===== src/rtl/xmodem_block_rx.sv =====
// xmodem_block_rx: XMODEM checksum block receiver writing payload bytes to a scene memory; optional inter-byte timeout when XM_TIMEOUT_EN is defined
module xmodem_block_rx #(
  parameter int BLOCK_BYTES = 128,
  parameter int ADDR_W      = 16,
  parameter int TIMEOUT_CYC = 2000000
) (
  input  logic              clk,
  input  logic              rst_b,
  input  logic [7:0]        rx_data,
  input  logic              rx_valid,
  output logic [7:0]        tx_data,
  output logic              tx_valid,
  input  logic              tx_ready,
  output logic              wr_en,
  output logic [ADDR_W-1:0] wr_addr,
  output logic [7:0]        wr_data,
  output logic              saw_valid_block,
  output logic              xfer_done,
  output logic [ADDR_W-1:0] bytes_rcvd
);
  localparam int OW = BLOCK_BYTES > 1 ? $clog2(BLOCK_BYTES) : 1;
  typedef enum logic [2:0] {IDLE, BNUM, BNUM_C, DATA, CSUM, RESP, DONE} state_t;
  state_t state_q, state_d;
  logic [7:0] exp_q, exp_d, bnum_q, bnum_d, cbnum_q, cbnum_d, sum_q, sum_d, tx_q, tx_d;
  logic [ADDR_W-1:0] blk_q, blk_d, bytes_q, bytes_d;
  logic [OW-1:0] off_q, off_d;
  logic eot_q, eot_d, svb_q, svb_d;
  logic cmp_ok, good, dup, last, csum_ok, tmo;
  assign cmp_ok  = (bnum_q ^ cbnum_q) == 8'hFF;
  assign good    = cmp_ok && bnum_q == exp_q;
  assign dup     = cmp_ok && bnum_q == exp_q - 8'd1;
  assign last    = off_q == OW'(BLOCK_BYTES - 1);
  assign csum_ok = rx_data == sum_q;
`ifdef XM_TIMEOUT_EN
  localparam int TW = $clog2(TIMEOUT_CYC + 1);
  logic [TW-1:0] tmo_q;
  logic in_blk;
  assign in_blk = state_q inside {BNUM, BNUM_C, DATA, CSUM};
  assign tmo    = in_blk && !rx_valid && tmo_q == TW'(TIMEOUT_CYC - 1);
  // idle cycles since the last byte of a block in flight
  always_ff @(posedge clk or negedge rst_b)
    if (!rst_b) tmo_q <= '0;
    else tmo_q <= (rx_valid || !in_blk) ? '0 : tmo_q + 1'b1;
`else
  assign tmo = 1'b0;
`endif
  // state register
  always_ff @(posedge clk or negedge rst_b)
    if (!rst_b) state_q <= IDLE;
    else state_q <= state_d;
  // datapath registers
  always_ff @(posedge clk or negedge rst_b)
    if (!rst_b) begin
      exp_q   <= 8'd1;
      bnum_q  <= '0;
      cbnum_q <= '0;
      sum_q   <= '0;
      tx_q    <= '0;
      blk_q   <= '0;
      bytes_q <= '0;
      off_q   <= '0;
      eot_q   <= 1'b0;
      svb_q   <= 1'b0;
    end else begin
      exp_q   <= exp_d;
      bnum_q  <= bnum_d;
      cbnum_q <= cbnum_d;
      sum_q   <= sum_d;
      tx_q    <= tx_d;
      blk_q   <= blk_d;
      bytes_q <= bytes_d;
      off_q   <= off_d;
      eot_q   <= eot_d;
      svb_q   <= svb_d;
    end
  // next-state: a timeout in any in-block state forces a NAK response
  always_comb begin
    state_d = state_q;
    case (state_q)
      IDLE:    if (rx_valid) state_d = rx_data == 8'h01 ? BNUM : rx_data == 8'h04 ? RESP : IDLE;
      BNUM:    state_d = tmo ? RESP : rx_valid ? BNUM_C : BNUM;
      BNUM_C:  state_d = tmo ? RESP : rx_valid ? DATA : BNUM_C;
      DATA:    state_d = tmo ? RESP : (rx_valid && last) ? CSUM : DATA;
      CSUM:    state_d = (tmo || rx_valid) ? RESP : CSUM;
      RESP:    if (tx_ready) state_d = eot_q ? DONE : IDLE;
      DONE:    state_d = DONE;
      default: state_d = IDLE;
    endcase
  end
  // header latch, running sum, offset and commit of a good block on checksum
  always_comb begin
    exp_d   = exp_q;
    bnum_d  = bnum_q;
    cbnum_d = cbnum_q;
    sum_d   = sum_q;
    tx_d    = tx_q;
    blk_d   = blk_q;
    bytes_d = bytes_q;
    off_d   = off_q;
    eot_d   = eot_q;
    svb_d   = 1'b0;
    case (state_q)
      IDLE: if (rx_valid && rx_data == 8'h04) begin
        tx_d  = 8'h06;
        eot_d = 1'b1;
      end
      BNUM: if (rx_valid) bnum_d = rx_data;
      BNUM_C: if (rx_valid) begin
        cbnum_d = rx_data;
        off_d   = '0;
        sum_d   = '0;
      end
      DATA: if (rx_valid) begin
        sum_d = sum_q + rx_data;
        off_d = last ? '0 : off_q + 1'b1;
      end
      CSUM: if (rx_valid) begin
        tx_d = ((good || dup) && csum_ok) ? 8'h06 : 8'h15;
        if (good && csum_ok) begin
          exp_d   = exp_q + 8'd1;
          blk_d   = blk_q + 1'b1;
          bytes_d = bytes_q + ADDR_W'(BLOCK_BYTES);
          svb_d   = 1'b1;
        end
      end
      default: ;
    endcase
    if (tmo) tx_d = 8'h15;
  end
  // outputs decoded from state and registers
  always_comb begin
    tx_valid        = state_q == RESP;
    xfer_done       = state_q == DONE;
    wr_en           = state_q == DATA && rx_valid && good;
    wr_addr         = blk_q * ADDR_W'(BLOCK_BYTES) + ADDR_W'(off_q);
    wr_data         = rx_data;
    tx_data         = tx_q;
    saw_valid_block = svb_q;
    bytes_rcvd      = bytes_q;
  end
endmodule


===== config.mk =====
export PLATFORM = sky130hd
export DESIGN_NAME = xmodem_block_rx
export DESIGN_NICKNAME = d
export VERILOG_FILES = /design/src/rtl/xmodem_block_rx.sv
export SDC_FILE = /design/constraint.sdc
export NUM_CORES = 1
export LEC_CHECK = 0
export ABC_CLOCK_PERIOD_IN_PS = 3700
export BUFFER_PORTS_ARGS = -buffer_cell sky130_fd_sc_hd__buf_2
export CAP_MARGIN = 20
export CELL_PAD_IN_SITES_DETAIL_PLACEMENT = 0
export CELL_PAD_IN_SITES_GLOBAL_PLACEMENT = 2
export CORE_UTILIZATION = 38
export CTS_CLUSTER_SIZE = 20
export DETAILED_ROUTE_END_ITERATION = 12
export PLACE_DENSITY = 0.88
export SYNTH_ARGS = -nofsm -noshare
export SYNTH_HDL_FRONTEND = slang
export SYNTH_SLANG_ARGS = --single-unit

===== constraint.sdc =====
create_clock -name clk -period 3.7 [get_ports clk]
set_input_delay 0.37 -clock clk [delete_from_list [all_inputs] [get_ports clk]]
set_output_delay 0.37 -clock clk [all_outputs]
set_load 0.005 [all_outputs]

After elaboration in Yosys (flattened, before gate mapping)
Index checks and enable logic that the tools add are counted.
{"block": "word_totals", "input_bits": 12, "elab_cells": 81, "reg_bits": 84, "out_inout_bits": 52}
{"block": "op_classes", "bitwise_logic": 1, "eq_ne": 19, "mux": 24, "reduce_logical": 19, "add_sub_neg": 7}
{"operator": "2-to-1 mux 8 bit", "n": 4}
{"operator": "case mux 8 bit (2 select lines)", "n": 2}
{"operator": "equality test 8 bit", "n": 3}
{"operator": "2-to-1 mux 7 bit", "n": 3}
{"operator": "case mux 3 bit (7 select lines)", "n": 1}
{"operator": "2-to-1 mux 3 bit", "n": 6}
{"operator": "adder 16 x 1 -> 16 bit, second input constant", "n": 1}
{"operator": "adder 16 x 7 -> 16 bit", "n": 1}
{"operator": "adder 16 x 8 -> 16 bit, second input constant", "n": 1}
{"operator": "case mux 7 bit (2 select lines)", "n": 1}
{"operator": "!= test 2 bit, second input constant", "n": 5}
{"operator": "equality test 3 bit, second input constant", "n": 3}
{"operator": "AND reduction 3 bit", "n": 3}
{"operator": "adder 8 x 1 -> 8 bit, second input constant", "n": 1}
{"operator": "adder 8 bit", "n": 1}
{"operator": "equality test 8 x 1 -> 1 bit, second input constant", "n": 1}
{"operator": "equality test 8 x 3 -> 1 bit, second input constant", "n": 1}
{"operator": "equality test 8 bit, second input constant", "n": 1}
{"operator": "logical AND 1 bit", "n": 8}
{"operator": "AND reduction 2 bit", "n": 4}
{"operator": "subtractor 8 x 1 -> 8 bit, second input constant", "n": 1}
{"operator": "XOR 8 bit", "n": 1}
{"operator": "adder 7 x 1 -> 7 bit, second input constant", "n": 1}
{"operator": "equality test 7 bit, second input constant", "n": 1}
{"operator": "9 further kinds", "n": 15}

Longest topological paths before layout
Gate-level depths: netlist of run 1.
{"block": "depth", "ltp_word": 8, "mapped_depth": 8, "mapped_depth_nobuf": 8}

Worst setup path after synthesis of run 1
No wires, ideal clock.
{"block": "synth_timing", "kind": "in2reg", "start": "in rx_data[3]", "end": "reg tx_q[0] (netlist: tx_data[0])", "setup_slack_ns": 1.578, "path_buffers": 0, "stages": 7, "required_time_ns": 3.582, "setup_time_ns": 0.118, "arrival_time_ns": 2.004, "cell_sequence": "ha_1 > nor4_1 > nand3_1 > nand4b_1 > a2111oi_0 > a311oi_1 > a21o_1"}
{"block": "synth_between", "elab_chain_cells": 5, "word_cells_on_any_way": 9, "cone_classes": "eq/ne: 3; mux: 3; reduce/logical: 3"}
{"element": "start, declared", "line": "9", "source": "input logic [7:0] rx_data,"}
{"element": "equality test 8 bit", "line": "33", "source": "assign csum_ok = rx_data == sum_q;"}
{"element": "logical AND 1 bit", "line": "118", "source": "tx_d = ((good || dup) && csum_ok) ? 8'h06 : 8'h15;"}
{"element": "2-to-1 mux 5 bit", "line": "118"}
{"element": "2-to-1 mux 8 bit", "line": "117", "source": "CSUM: if (rx_valid) begin"}
{"element": "case mux 8 bit (2 select lines)", "line": "102", "source": "case (state_q)"}
{"element": "end signal, assigned", "line": "69", "source": "tx_q <= tx_d;"}
{"element": "end, declared", "line": "24", "source": "logic [7:0] exp_q, exp_d, bnum_q, bnum_d, cbnum_q, cbnum_d, sum_q, sum_d, tx_q, tx_d;"}
Several ways; a longest one is shown, not always the timed one. The select of a mux whose other input is x is not followed.
A chain may end at the register's enable or synchronous reset.

Worst setup path in the final report of run 1
{"block": "layout_timing", "start": "reg exp_q[2]", "end": "reg bytes_q[8] (netlist: bytes_rcvd[8])"}
{"block": "layout_between", "elab_chain_cells": 4}
{"element": "start, declared", "line": "24"}
{"element": "start signal, assigned", "line": "65", "source": "exp_q <= exp_d;"}
{"element": "equality test 8 bit", "line": "30", "source": "assign good = cmp_ok && bnum_q == exp_q;"}
{"element": "logical AND 1 bit", "line": "30"}
{"element": "logical AND 1 bit", "line": "119", "source": "if (good && csum_ok) begin"}
{"element": "AND reduction 3 bit (no line)"}
{"element": "end signal, assigned", "line": "71", "source": "bytes_q <= bytes_d;"}
{"element": "end, declared", "line": "25", "source": "logic [ADDR_W-1:0] blk_q, blk_d, bytes_q, bytes_d;"}
Every way passes these cells.

==> impl_results.md, run 1 <==
* Initial antenna violation count at 0
* Largest net degree at the start of global routing at 40
* Core Footprint at 9730 sq um
* Ys flop type: dfrtp_1
* Clk sink count at 65
* CTS tree: built
* Commonest non-fill, non-tap cell in the layout: dfrtp_1
* Max clock buf depth at 2
* Layout Cells excl Fill at 543
* Most area-hungry cell type in the Yosys netlist: dfrtp_1
* Kind of cell adding the most delay to the critical path: simple AND/OR/NAND/NOR gates
* Chip width at 102 microns
* Final worst setup slack at 1.17 ns
* Crit path kind: reg -> reg
* Initial DRC count at 111
* Setup bufs post-CTS at 0
* Max H-tree Level at 3
* Max transition margin at 0.398
* Tmin final at 2.53 ns
* Routed len/inst at 14.2 microns
* Resize count post-CTS at 0
* Die Footprint at 10,400 sq um
* Clock transition at path regs at 0.07 ns
* Via density at 5.06
* Global Route Usage Sum at 0.163
* Syn Area/Cell at 10.5 sq um
* CP startpoint kind: flip-flop
* Highest clock rate at 395 MHz
* Mapped cell area at 3790 sq um
* CP Capture Type: flip-flop
* Arrival time of the worst setup path at 2.76 ns
* Area after DPL at 4050 sq um
* # setup viols final at 0
* Final Hold Fails at 0
* Die Ht at 102 microns
* HP Class: in -> async
* Commonest non-fill, non-tap cells in the layout: dfrtp_1, buf_2, nand2_1, xnor2_1, xor2_1
* Final #Nets at 430
* CTS root buffer: clkbuf_8
* Diode count at 0
* Pwr per Cell Area at 557 nW/um^2
* Routability cong. at 0.791
* Grt total ovfl at 0
* WP data required at 3.92 ns
* Fillers at 963
* Outcome: finished, final reports clean
* I/O Buffers at 52
* Layout cell share with drive strength beyond 1 at 0.256
* Drt pass-1 iters at 6
* Number of synthesized flops with an enable pin at 0
* R2R cell count at 5
* RSZ-0062 raised after global routing: no
* Global-route wire length before repair at 13.1 mm
* Buf/Inv on CP at 0
* Post-Place Cells at 527
* Ys async rst share at 1.00
* Measured slew at the worst slew-check pin at 0.904 ns
* Clk_lat worst skew at 0.33 ns
* Slew Viols, Final at 0
* VDD IR max at 0.291 mV
* CP peak stage delay at 0.66 ns
* Synth top area share at 0.422
* Leakage at 1.99 nW
* Total power at 2.37 mW
* Count of different cell masters after synthesis at 53
* WL final at 7.71 mm
* Hold buffer count at cts at 0
* Final instance area at 4250 sq um
* Drt drc at 0
* Setup TNS at 0 ns
* Footprint of the multi-input gates at 1940 sq um
* Maxcap violations at 0
* Ports at 64
* Syn Inst Count at 362
* Area Growth Syn to Fin at 12.1%
* Synth area leaders: dfrtp_1, xnor2_1, xor2_1, mux2_2, buf_4
* CTS Buf Count at 9
* Placement row count at 36
* Crit-path max FO at 18
* Placement Setup Slack at 1.17 ns
* Sequential share of the synthesized area at 0.429
* Flops & latches, synth at 65
* Period utilization at 0.685
* Vias at 2,746
* Synth Warn # at 0
* Initial core utilization at 0.390
* Post-route antenna net violation count at 0
* Skew final at 0.0128 ns
* Register area at 1630 sq um
* Vias in the first global route at 2,661
* Critical path, cell by cell: xor2_1 > nor4_1 > nand4_2 > nor3_4 > mux2_2
* Post-detail-place hpwl at 5.60 mm
* Crit path max-delay cell type: nor3_4
* Critical Path Stages at 5
==> flip-flops by register name, summed over array words and instances, names as in the netlist <==
signal / cells
eot_q: 1
exp_q: 8
tx_data: 3
state_q: 3
blk_q: 9
bytes_rcvd: 9
bnum_q: 8
cbnum_q: 8
off_q: 7
sum_q: 8
saw_valid_block: 1
==> power by group <==
part           switching, mW  internal [mW]
logic                  0.364          0.366
registers              0.156          0.866
clock network          0.269          0.348
==> logic make-up after synthesis <==
kind of cell | Yosys count | synth area share
muxes | 18 | 0.0534
and+or+nand+nor | 125 | 0.196
buffers and inverters | 41 | 0.0696
AOI/OAI and AO/OA | 43 | 0.0768
DFF | 65 | 0.429
other | 1 | 0.000988
xor gates and xnor gates | 56 | 0.129
adders and majority gates | 13 | 0.0448
==> worst reg2reg max path: cells and delay by family (launching register included) <==
kind	cells	cell delay, ns
XOR/XNOR	1	0.23
flip-flops	1	0.51
multiplexers	1	0.40
AND/OR/NAND/NOR	3	1.28
==> worst paths after layout <==
kind	startpoint	to	slack [ns]
hold / removal	rst_b	bytes_rcvd[7]	0.17
min in group clk	rx_data[3]	cbnum_q[3]	0.35
max in group asynchronous	rst_b	cbnum_q[2]	2.79
hold reg to reg	bytes_rcvd[15]	bytes_rcvd[15]	0.46
setup / recovery	exp_q[2]	bytes_rcvd[8]	1.17
setup reg to reg	exp_q[2]	bytes_rcvd[8]	1.17
==> synth_stat cells (3+ instances only) <==
cell and number:
and2_1 3, a22o_1 4, nor2b_1 3, nor4_2 8
nor2_1 24, clkbuf_1 5, nand2b_1 3, nor4_1 5
a21oi_1 8, xor2_1 27, nand3_1 14, a21o_1 3
ha_1 12, nand2_1 29, inv_1 8, dfrtp_1 64
nand4_1 17, mux2_2 18, buf_4 21, buf_6 4
o21ai_0 13, xnor2_1 29, nor3_1 4
==> metal layers <==
layer  GRT usage  routed length, microns  vias to the layer above
met2       0.274                    3770                       61
met1       0.214                    3600                     1340
met4      0.0440                      87                        0
met3      0.0349                     252                        6
met5           0                       0                        -
li1            -                       -                     1339
==> cell type report <==
type | count | area share
Clock inverter | 4 | 0.0121
Clock buffer | 12 | 0.0365
Multi-Input combinational cell | 266 | 0.456
Inverter | 8 | 0.00706
Sequential cell | 65 | 0.383
Timing Repair Buffer | 55 | 0.0665
Tap cell | 133 | 0.0391
==> per-stage QoR <==
step	utilization	hold WS, ns
CTS	0.437	0.194
finish	0.437	0.172
global placement	0.416	0.452
detailed placement	0.416	0.456
floorplan	-	0.0744
global route	0.437	0.238
(Power assumes the default switching activity.)
==> run 2, diff against run 1 <==
Settings changed: ABC_AREA from default to 1, ABC_CLOCK_PERIOD_IN_PS 3700 to 2600, CORE_UTILIZATION 38 to 32, PLACE_DENSITY 0.88 to 0.83.
Clock period 3.7 ns to 2.6 ns, I/O delays scaled along.
==> impl_results.md, run 2 <==
* Crit path capture: bytes_rcvd[10]
* Maxcap violations at 0 (unchanged)
* Synth top area share at 0.392 (-0.0296)
* Setup crit start: sum_q[2]
* Grt total ovfl at 0 (unchanged)
* Ys async rst share at 1.00 (unchanged)
* Reg2reg start: sum_q[2]
* Mapped cell area at 4080 sq um (+7.6%)
* WP data required at 2.81 ns (-1.11 ns)
* Highest clock rate at 455 MHz (+15%)
* I/O Buffers at 52 (unchanged)
* Hold slack at 0.211 ns (+0.0389 ns)
* Flops & latches, synth at 65 (unchanged)
* Clk sink count at 65 (unchanged)
* Final Hold Fails at 0 (unchanged)
* Measured slew at the worst slew-check pin at 0.572 ns (-0.331 ns)
* CP startpoint kind: flip-flop
* Global Route Usage Sum at 0.159 (-0.00416)
* Chip width at 115 microns (+13%)
* Setup TNS at 0 ns (unchanged)
* Area after DPL at 4420 sq um (+9.3%)
* Routed len/inst at 12.3 microns (-13%)
* Count of different cell masters after synthesis at 37 (-30%)
* Post-route antenna net violation count at 0 (unchanged)
* Layout cell share with drive strength beyond 1 at 0.149 (-0.108)
* Crit path max-delay cell type: dfrtp_1
* Final worst setup slack at 0.401 ns (-0.766 ns)
* R2r endpoint: bytes_rcvd[10]
* Sequential share of the synthesized area at 0.399 (-0.0301)
* Most area-hungry cell type in the Yosys netlist: dfrtp_1
* Initial antenna violation count at 0 (unchanged)
* Slew Viols, Final at 0 (unchanged)
* Register area at 1630 sq um (unchanged)
* Area Growth Syn to Fin at 15.1%
* Post-Place Cells at 758 (+44%)
* Die Ht at 115 microns (+13%)
* RSZ-0062 raised after global routing: no
* Vias at 3,550 (+29%)
* Post-synth top cells: nand2_1, inv_1, dfrtp_1
* Kind of cell adding the most delay to the critical path: simple AND/OR/NAND/NOR gates
* Leakage at 2.47 nW (+25%)
* Drt pass-1 iters at 4 (-2)
* Clk_lat worst skew at 0.33 ns (about the same)
* Ports at 64 (unchanged)
* Critical Path Stages at 9 (+4)
* Total power at 3.25 mW (+37%)
* Max H-tree Level at 3 (unchanged)
* R2R cell count at 9 (+4)
* Finished Core Util at 0.385 (-0.0526)
* Final #Nets at 627 (+46%)
* Placement Setup Slack at 0.416 ns (-0.752 ns)
* Crit path kind: reg -> reg
* Fillers at 1,330 (+38%)
* VDD IR max at 0.381 mV (+31%)
* Period utilization at 0.846 (+0.161)
* Ys flop type: dfrtp_1
* Die Footprint at 13,200 sq um (+27%)
* Drt drc at 0 (unchanged)
* WL final at 9.54 mm (+24%)
* Commonest non-fill, non-tap cell in the layout: nand2_1
* Skew final at 0.00699 ns (-0.00581 ns)
* Tmin final at 2.20 ns (-0.334 ns)
* Outcome: finished, final reports clean
* Final instance area at 4700 sq um (+10%)
* Core Footprint at 12,200 sq um (+26%)
* Most numerous cell in the Yosys netlist: nand2_1
* Initial core utilization at 0.334 (-0.0558)
* Initial DRC count at 172 (+55%)
* Syn Inst Count at 555 (+53%)
* Buf/Inv on CP at 1 (+1)
* Clock transition at path regs at 0.05 ns (-0.02 ns)
* Via density at 4.59 (-9.3%)
* Max clock buf depth at 2 (unchanged)
* Post-detail-place hpwl at 7.13 mm (+27%)
* Placement row count at 40 (+11%)
* Layout Cells excl Fill at 774 (+43%)
* Max transition margin at 0.615 (+0.217)
* Number of synthesized flops with an enable pin at 0 (unchanged)
* Diode count at 0 (unchanged)
* Commonest non-fill, non-tap cells in the layout: nand2_1, inv_1, dfrtp_1
* CTS root buffer: clkbuf_16
* CP peak stage delay at 0.39 ns (-0.27 ns)
* Synth area leaders: dfrtp_1, nand2_1, inv_1, nor2_1, buf_4
* Largest net degree at the start of global routing at 66 (+65%)
* CTS tree: built
* Syn Area/Cell at 7.35 sq um (-30%)
* Crit-path max FO at 7 (-11)
* CP Capture Type: flip-flop
* Pwr per Cell Area at 693 nW/um^2 (+24%)
* HP Class: in -> reg
* Arrival time of the worst setup path at 2.41 ns (-0.35 ns)
* Synth Warn # at 0 (unchanged)
* Routability cong. at 0.880 (+11%)
* Footprint of the multi-input gates at 2000 sq um (+3.0%)
* Critical path, cell by cell: ha_1 > nor2_1 > nand3_1 > nor3_1 > inv_1 > nor2_1 > nand2_1 > o21ai_0 > nand2_1
* # setup viols final at 0 (unchanged)
* Reg-to-reg setup timing slack at 0.40 ns (-0.77 ns)
* Global-route wire length before repair at 16.2 mm (+24%)
* Vias in the first global route at 3,345 (+26%)
* CTS Buf Count at 9 (unchanged)
[run 2: cell types whose count changed in the layout (fill, tap and decap cells not counted), moves of 4 or more]
cell / change
xor2_1: -14
inv_2: +8
clkbuf_8: -10
nor4_2: -8
nand3_1: +19
nand2_1: +137
clkbuf_16: +9
o21ai_0: +18
or2_2: +4
xnor2_1: -20
nor3_1: +9
inv_1: +60
mux2_2: -18
nor2_1: +24
[run 2: worst min-delay path, delay by kind of cell]
kind | cells | cell delay (ns)
buffers and inverters | 2 | 0.16
and+or+nand+nor | 2 | 0.08
[run 2: layout make-up]
cell class                      instances  area share
Clock buffer                           12      0.0525
Sequential cell                        65       0.347
Timing Repair Buffer                   55      0.0661
Inverter                               76      0.0607
Tap cell                              168      0.0448
Multi-Input combinational cell        395       0.426
Clock inverter                          3     0.00373
[run 2: logic make-up (layout without fill, tap and decap cells)]
| group | count (synthesis) | in the layout | synth area share |
|---|---|---|---|
| flip-flops | 65 | 65 | 0.399 |
| XOR/XNOR | 22 | 22 | 0.0472 |
| adder cells (fa/ha/maj) | 13 | 13 | 0.0417 |
| AO/OA/AOI/OAI | 52 | 52 | 0.0739 |
| AND/OR/NAND/NOR | 297 | 297 | 0.317 |
| other | 1 | 11 | 0.000919 |
| buffers and inverters | 105 | 146 | 0.120 |
[run 2: worst min-delay path by stage]
| stage | start | endpoint | slack, ns | cells past startpoint |
|---|---|---|---|---|
| after floorplan | rst_b | blk_q[0] | -0.04 | 0 |
| after global placement | rst_b | bnum_q[2] | 0.31 | 2 |
| after detailed placement | rst_b | bnum_q[2] | 0.32 | 2 |
| after CTS | tx_ready | state_q[2] | 0.21 | 4 |
| after global routing | tx_ready | state_q[0] | 0.26 | 4 |
| final | tx_ready | state_q[2] | 0.21 | 4 |
[run 2: power by group]
part	leakage, nW	total, mW	switching, mW	internal [mW]
registers	0.856	1.35	0.165	1.19
clock network	0.128	1.09	0.433	0.662
logic	1.49	0.808	0.456	0.352
total	2.47	3.25	1.05	2.20
[run 2: metal layers]
metal,global-route usage,share of wire
met5,0,0
met1,0.203,0.47
met3,0.0337,0.041
met4,0.0615,0.016
met2,0.264,0.47
[run 2: timing repair]
action | CTS | global route
endpoints found under the hold margin | 64 | 0
setup buffers | 0 | 0
resized for setup | 0 | 0
hold buffers | 1 | 0
